### config.mk
export PLATFORM = sky130hd
export DESIGN_NAME = rr_shared_reg_arbiter
export DESIGN_NICKNAME = d
export VERILOG_FILES = /design/src/rtl/rr_shared_reg_arbiter.sv
export SDC_FILE = /design/constraint.sdc
export NUM_CORES = 1
export LEC_CHECK = 0
export CORE_ASPECT_RATIO = 2
export CORE_MARGIN = 2
export CORE_UTILIZATION = 45
export CTS_CLUSTER_DIAMETER = 40
export DETAILED_ROUTE_END_ITERATION = 10
export GPL_TIMING_DRIVEN = 1
export HOLD_SLACK_MARGIN = 0.03
export PLACE_DENSITY = 0.84
export SLEW_MARGIN = 25
export SYNTH_ARGS = -nofsm -noshare
export SYNTH_HDL_FRONTEND = slang
export SYNTH_SLANG_ARGS = --single-unit
### constraint.sdc
create_clock -name CLK -period 5.1 [get_ports CLK]
set_input_delay 1.02 -clock CLK [delete_from_list [all_inputs] [get_ports CLK]]
set_output_delay 1.02 -clock CLK [all_outputs]
set_load 0.005 [all_outputs]
### src/rtl/rr_shared_reg_arbiter.sv
// Round-robin arbiter granting exclusive write access to one shared
// WIDTH-bit register among four requesters, with a hold-time limit
// that hands the register over when another requester is waiting.
//
// state | meaning
// ------+----------------------------------------------------------
// IDLE  | no owner; next edge grants the first requester from PTR
// OWNED | OWNER holds GNT and may load Q; releases or is preempted
module rr_shared_reg_arbiter #(
  parameter int WIDTH    = 8,
  parameter int HOLD_MAX = 4   // legal range 1..15
) (
  input  logic               CLK,
  input  logic               RST,
  input  logic [3:0]         REQ,
  input  logic [3:0]         WE,
  input  logic [4*WIDTH-1:0] WDATA,
  output logic [3:0]         GNT,
  output logic [WIDTH-1:0]   Q,
  output logic [1:0]         OWNER,
  output logic               BUSY
);

  typedef enum logic {IDLE, OWNED} state_t;

  state_t           state, state_nxt;
  logic [1:0]       ptr, ptr_nxt;
  logic [3:0]       hcnt, hcnt_nxt;
  logic [3:0]       gnt_nxt;
  logic [1:0]       owner_nxt;
  logic             busy_nxt;
  logic [WIDTH-1:0] q_nxt;

  logic [WIDTH-1:0] lane [4];
  logic [1:0]       sel;
  logic             sel_vld;
  logic [1:0]       idx;
  logic             others_req;

  localparam logic [3:0] HOLD_LIM = 4'(HOLD_MAX);

  // Split the packed write bus into per-requester lanes.
  always_comb begin
    for (int i = 0; i < 4; i++) begin
      lane[i] = WDATA[i*WIDTH +: WIDTH];
    end
  end

  // Rotating priority search: first active request at or after PTR.
  // The loop runs backwards so the closest requester to PTR wins.
  always_comb begin
    sel     = ptr;
    sel_vld = 1'b0;
    idx     = '0;
    for (int k = 3; k >= 0; k--) begin
      idx = ptr + 2'(k);
      if (REQ[idx]) begin
        sel     = idx;
        sel_vld = 1'b1;
      end
    end
  end

  // Any requester other than the current owner is waiting.
  always_comb begin
    others_req = |(REQ & ~GNT);
  end

  // Next-state and next-output logic for the ownership FSM.
  always_comb begin
    state_nxt = state;
    ptr_nxt   = ptr;
    hcnt_nxt  = hcnt;
    gnt_nxt   = GNT;
    owner_nxt = OWNER;
    busy_nxt  = BUSY;
    q_nxt     = Q;
    case (state)
      IDLE: begin
        if (sel_vld) begin
          state_nxt = OWNED;
          gnt_nxt   = 4'b0001 << sel;
          owner_nxt = sel;
          busy_nxt  = 1'b1;
          hcnt_nxt  = 4'd1;
        end
      end
      OWNED: begin
        if (!REQ[OWNER]) begin
          // Release: a write on the dropping edge is discarded.
          state_nxt = IDLE;
          gnt_nxt   = '0;
          busy_nxt  = 1'b0;
          ptr_nxt   = OWNER + 2'd1;
          hcnt_nxt  = '0;
        end else begin
          if (WE[OWNER]) begin
            q_nxt = lane[OWNER];
          end
          if ((hcnt == HOLD_LIM) && others_req) begin
            // Preempt after the final write; owner re-arbitrates behind PTR.
            state_nxt = IDLE;
            gnt_nxt   = '0;
            busy_nxt  = 1'b0;
            ptr_nxt   = OWNER + 2'd1;
            hcnt_nxt  = '0;
          end else if (hcnt != HOLD_LIM) begin
            hcnt_nxt = hcnt + 4'd1;
          end
        end
      end
      default: begin
        state_nxt = IDLE;
      end
    endcase
  end

  // State, pointer, counter and registered outputs with async clear.
  always_ff @(posedge CLK or negedge RST) begin
    if (!RST) begin
      state <= IDLE;
      ptr   <= '0;
      hcnt  <= '0;
      GNT   <= '0;
      OWNER <= '0;
      BUSY  <= 1'b0;
      Q     <= '0;
    end else begin
      state <= state_nxt;
      ptr   <= ptr_nxt;
      hcnt  <= hcnt_nxt;
      GNT   <= gnt_nxt;
      OWNER <= owner_nxt;
      BUSY  <= busy_nxt;
      Q     <= q_nxt;
    end
  end

endmodule

==> results.yml <==
run_status:
  status: "complete, no violations"
synth:
  yosys.area.top_type: "dfrtp_1"
  yosys_warnings: 0
  synthesis.instances: 120
  async_flop_share_pct: 100
  synth-edff-count: 0
  yosys.cell_count.top_type: "dfrtp_1"
  yosys_most_used_dff: "dfrtp_1"
  synth_top_area_share_pct: 40.4
  ys_seq_area_share_pct: 40.4
  synth_common_cells: "22 x dfrtp_1, 10 x nand2_1, 9 x mux4_2, 8 x mux2_1"
  synth_fp_nets: 164
  synth_seq_cells: 22
  yosysUniqueCellTypes: 34
  synth_area_um2: 1360
  synth.avg_cell_area_um2: 11.3
  synthTopCellsByArea: "dfrtp_1 40%, mux4_2 15%, mux2_1 6.6%, a22o_1 3.2%, nand2_1 2.8%"
clocking:
  clockRootBuffer: "clkbuf_8"
  cts.sinks: 22
  cts_setup_buffers: 0
  clk_latency_ns: 0.27
  cts_hold_buf: 0
  clk_pin_slew_ns: 0.08
  numCtsBuffers: 3
  cts.path.max_buffers: 2
  cts.htree.levels: 1
  cts_tree: "yes"
  ctsResizeCount: 0
critical_path:
  r2r_slack_ns: 2.79
  critPathBufInv: 2
  critPathSlowestCell: "clkdlybuf4s50_1"
  max_stage_delay_ns: 0.61
  start_kind: "primary input"
  arrival_ns: 2.96
  crit_fanout: 8
  critPathLaunch: "REQ[1]"
  endpoint_kind: "flip-flop"
  rr_worst_depth: 3
  critPathCapture: "GNT[0]$_DFFE_PN0P_"
  crit_family: "compound AO/OA/AOI/OAI gates"
  cp.depth: 6
  r2r_start: "OWNER[0]$_DFFE_PN0P_"
  rr_endpoint: "Q[5]$_DFFE_PN0P_"
  critical_path_class: "in -> reg"
  cp.required_ns: 5.26
  crit_chain: "clkdlybuf4s50_1 > inv_1 > o2111ai_1 > a31oi_1 > and2_1 > a22o_1"
placement:
  place.gp.congestion: 0.837
  pre_cts_ws_ns: 2.03
  portBuffers: 56
  dp_hpwl_mm: 2.83
global_routing:
  grt-ovfl-total: 0
  grt_max_degree: 23
  grt_usage_pct: 21.0
  grt_util_met2_pct: 39.8
  grt_pass1_vias: 1161
  busiest_layer: "met2"
  grt_use_met1_pct: 21.9
  antenna_found_initial: 0
  grt_pass1_wl_mm: 5.44
  grt_use_met3_pct: 3.96
timing:
  rsz0062_at_grt: "false"
  clock.fmax_mhz: 357
  slew_headroom_pct: 48.4
  skew_ns: 0.00517
  period_share_pct: 55.0
  hold_viol: 0
  holdWs_ns: 0.485
  maxSlewViolCount: 0
  fin_crit_ns: 2.80
  setup_viol_count_final: 0
  fin_ws_ns: 2.30
  setup_tns_ns: 0
  worst-slew-pin-transition_ns: 0.774
route:
  vias: 1176
  wl_per_cell_um: 17.1
  firstDrtPassIters: 4
  drtAntennaViolNets: 0
  routed_wirelength_mm: 3.48
  drc: 0
  drt_iter0_markers: 29
  viasPerCell: 5.76
power_and_ir_drop:
  p_per_area_nw_per_um2: 519
  p_leak_nw: 0.810
  ir_drop_v: 0.000416
  p_total_mw: 1.03
floorplan:
  design.die.area_um2: 3510
  fp.dieW_um: 42.9
  coreArea_um2: 2910
  die_h_um: 81.8
  rows: 28
  initial_core_util_pct: 46.8
  ios: 57
layout:
  fill_cells: 228
  drive_above_1_share_pct: 10.9
  antenna_cells: 0
  area_growth_pct: 45.9
  layout.nets: 219
  utilization_pct: 68.3
hold_path:
  min_path_type: "reg -> reg"
flow_run:
  max_cap_violations: 0
-- worst min-delay path by stage --
stage	startpoint	to	slack (ns)	depth (start not counted)
global placement	BUSY$_DFFE_PN0P_	BUSY$_DFFE_PN0P_	0.46	2
detailed placement	Q[6]$_DFFE_PN0P_	Q[6]$_DFFE_PN0P_	0.47	1
CTS	Q[6]$_DFFE_PN0P_	Q[6]$_DFFE_PN0P_	0.49	1
floorplan	BUSY$_DFFE_PN0P_	BUSY$_DFFE_PN0P_	0.47	2
global route	Q[6]$_DFFE_PN0P_	Q[6]$_DFFE_PN0P_	0.51	1
finish	Q[6]$_DFFE_PN0P_	Q[6]$_DFFE_PN0P_	0.48	1
-- power by group --
part / switching, mW / internal, mW
sequential: 0.106 / 0.255
combinational: 0.190 / 0.317
clock: 0.0580 / 0.105
total: 0.353 / 0.677
-- per-stage QoR --
stage                     std cells  area [um2]
after floorplan                 120        1360
after global placement          200        1920
after detailed placement        200        1920
after CTS                       204        1990
after global routing            204        1990
final                           204        1990
-- state kept, by name (all words and copies together) (netlist names) --
signal / cells
OWNER: 2
Q: 8
state: 1
GNT: 4
ptr: 2
hcnt: 4
BUSY: 1
-- layer usage --
metal  vias up  wire length, um
met5         -                0
met4         0               55
met3         5              257
met2        44             1980
met1       579             1190
li1        548                -
-- placed cells by master, fill, tap and decap left out, types with 2 or more instances in the layout --
master / instances
nand2_1: 10
a21oi_1: 5
o22ai_1: 2
clkdlybuf4s50_1: 55
mux4_2: 9
mux2_1: 8
nor2b_1: 5
a22o_1: 5
mux2_2: 2
o21ai_0: 6
nand2b_1: 6
dfrtp_1: 22
inv_1: 6
clkbuf_8: 3
nor2_1: 5
and2_1: 3
or3_1: 2
o31ai_1: 2
ha_1: 2
-- cells by family after synthesis --
group,synth area share (%)
AOI/OAI and AO/OA,15.3
xor gates and xnor gates,0.643
adders and majority gates,1.84
buffers and inverters,4.60
DFF,40.4
muxes,23.2
and+or+nand+nor,14.0
-- final cells by class --
class                      count  area, um2  area share, %
multi-input combinational     86        748           37.7
sequential                    22        551           27.7
clock inverter                 1       30.0           1.51
clock buffer                   3       41.3           2.08
timing repair buffer          56        556           28.0
tap                           30       37.5           1.89
inverter                       6       22.5           1.13
Note: power is estimated with default switching activity, not from simulation.
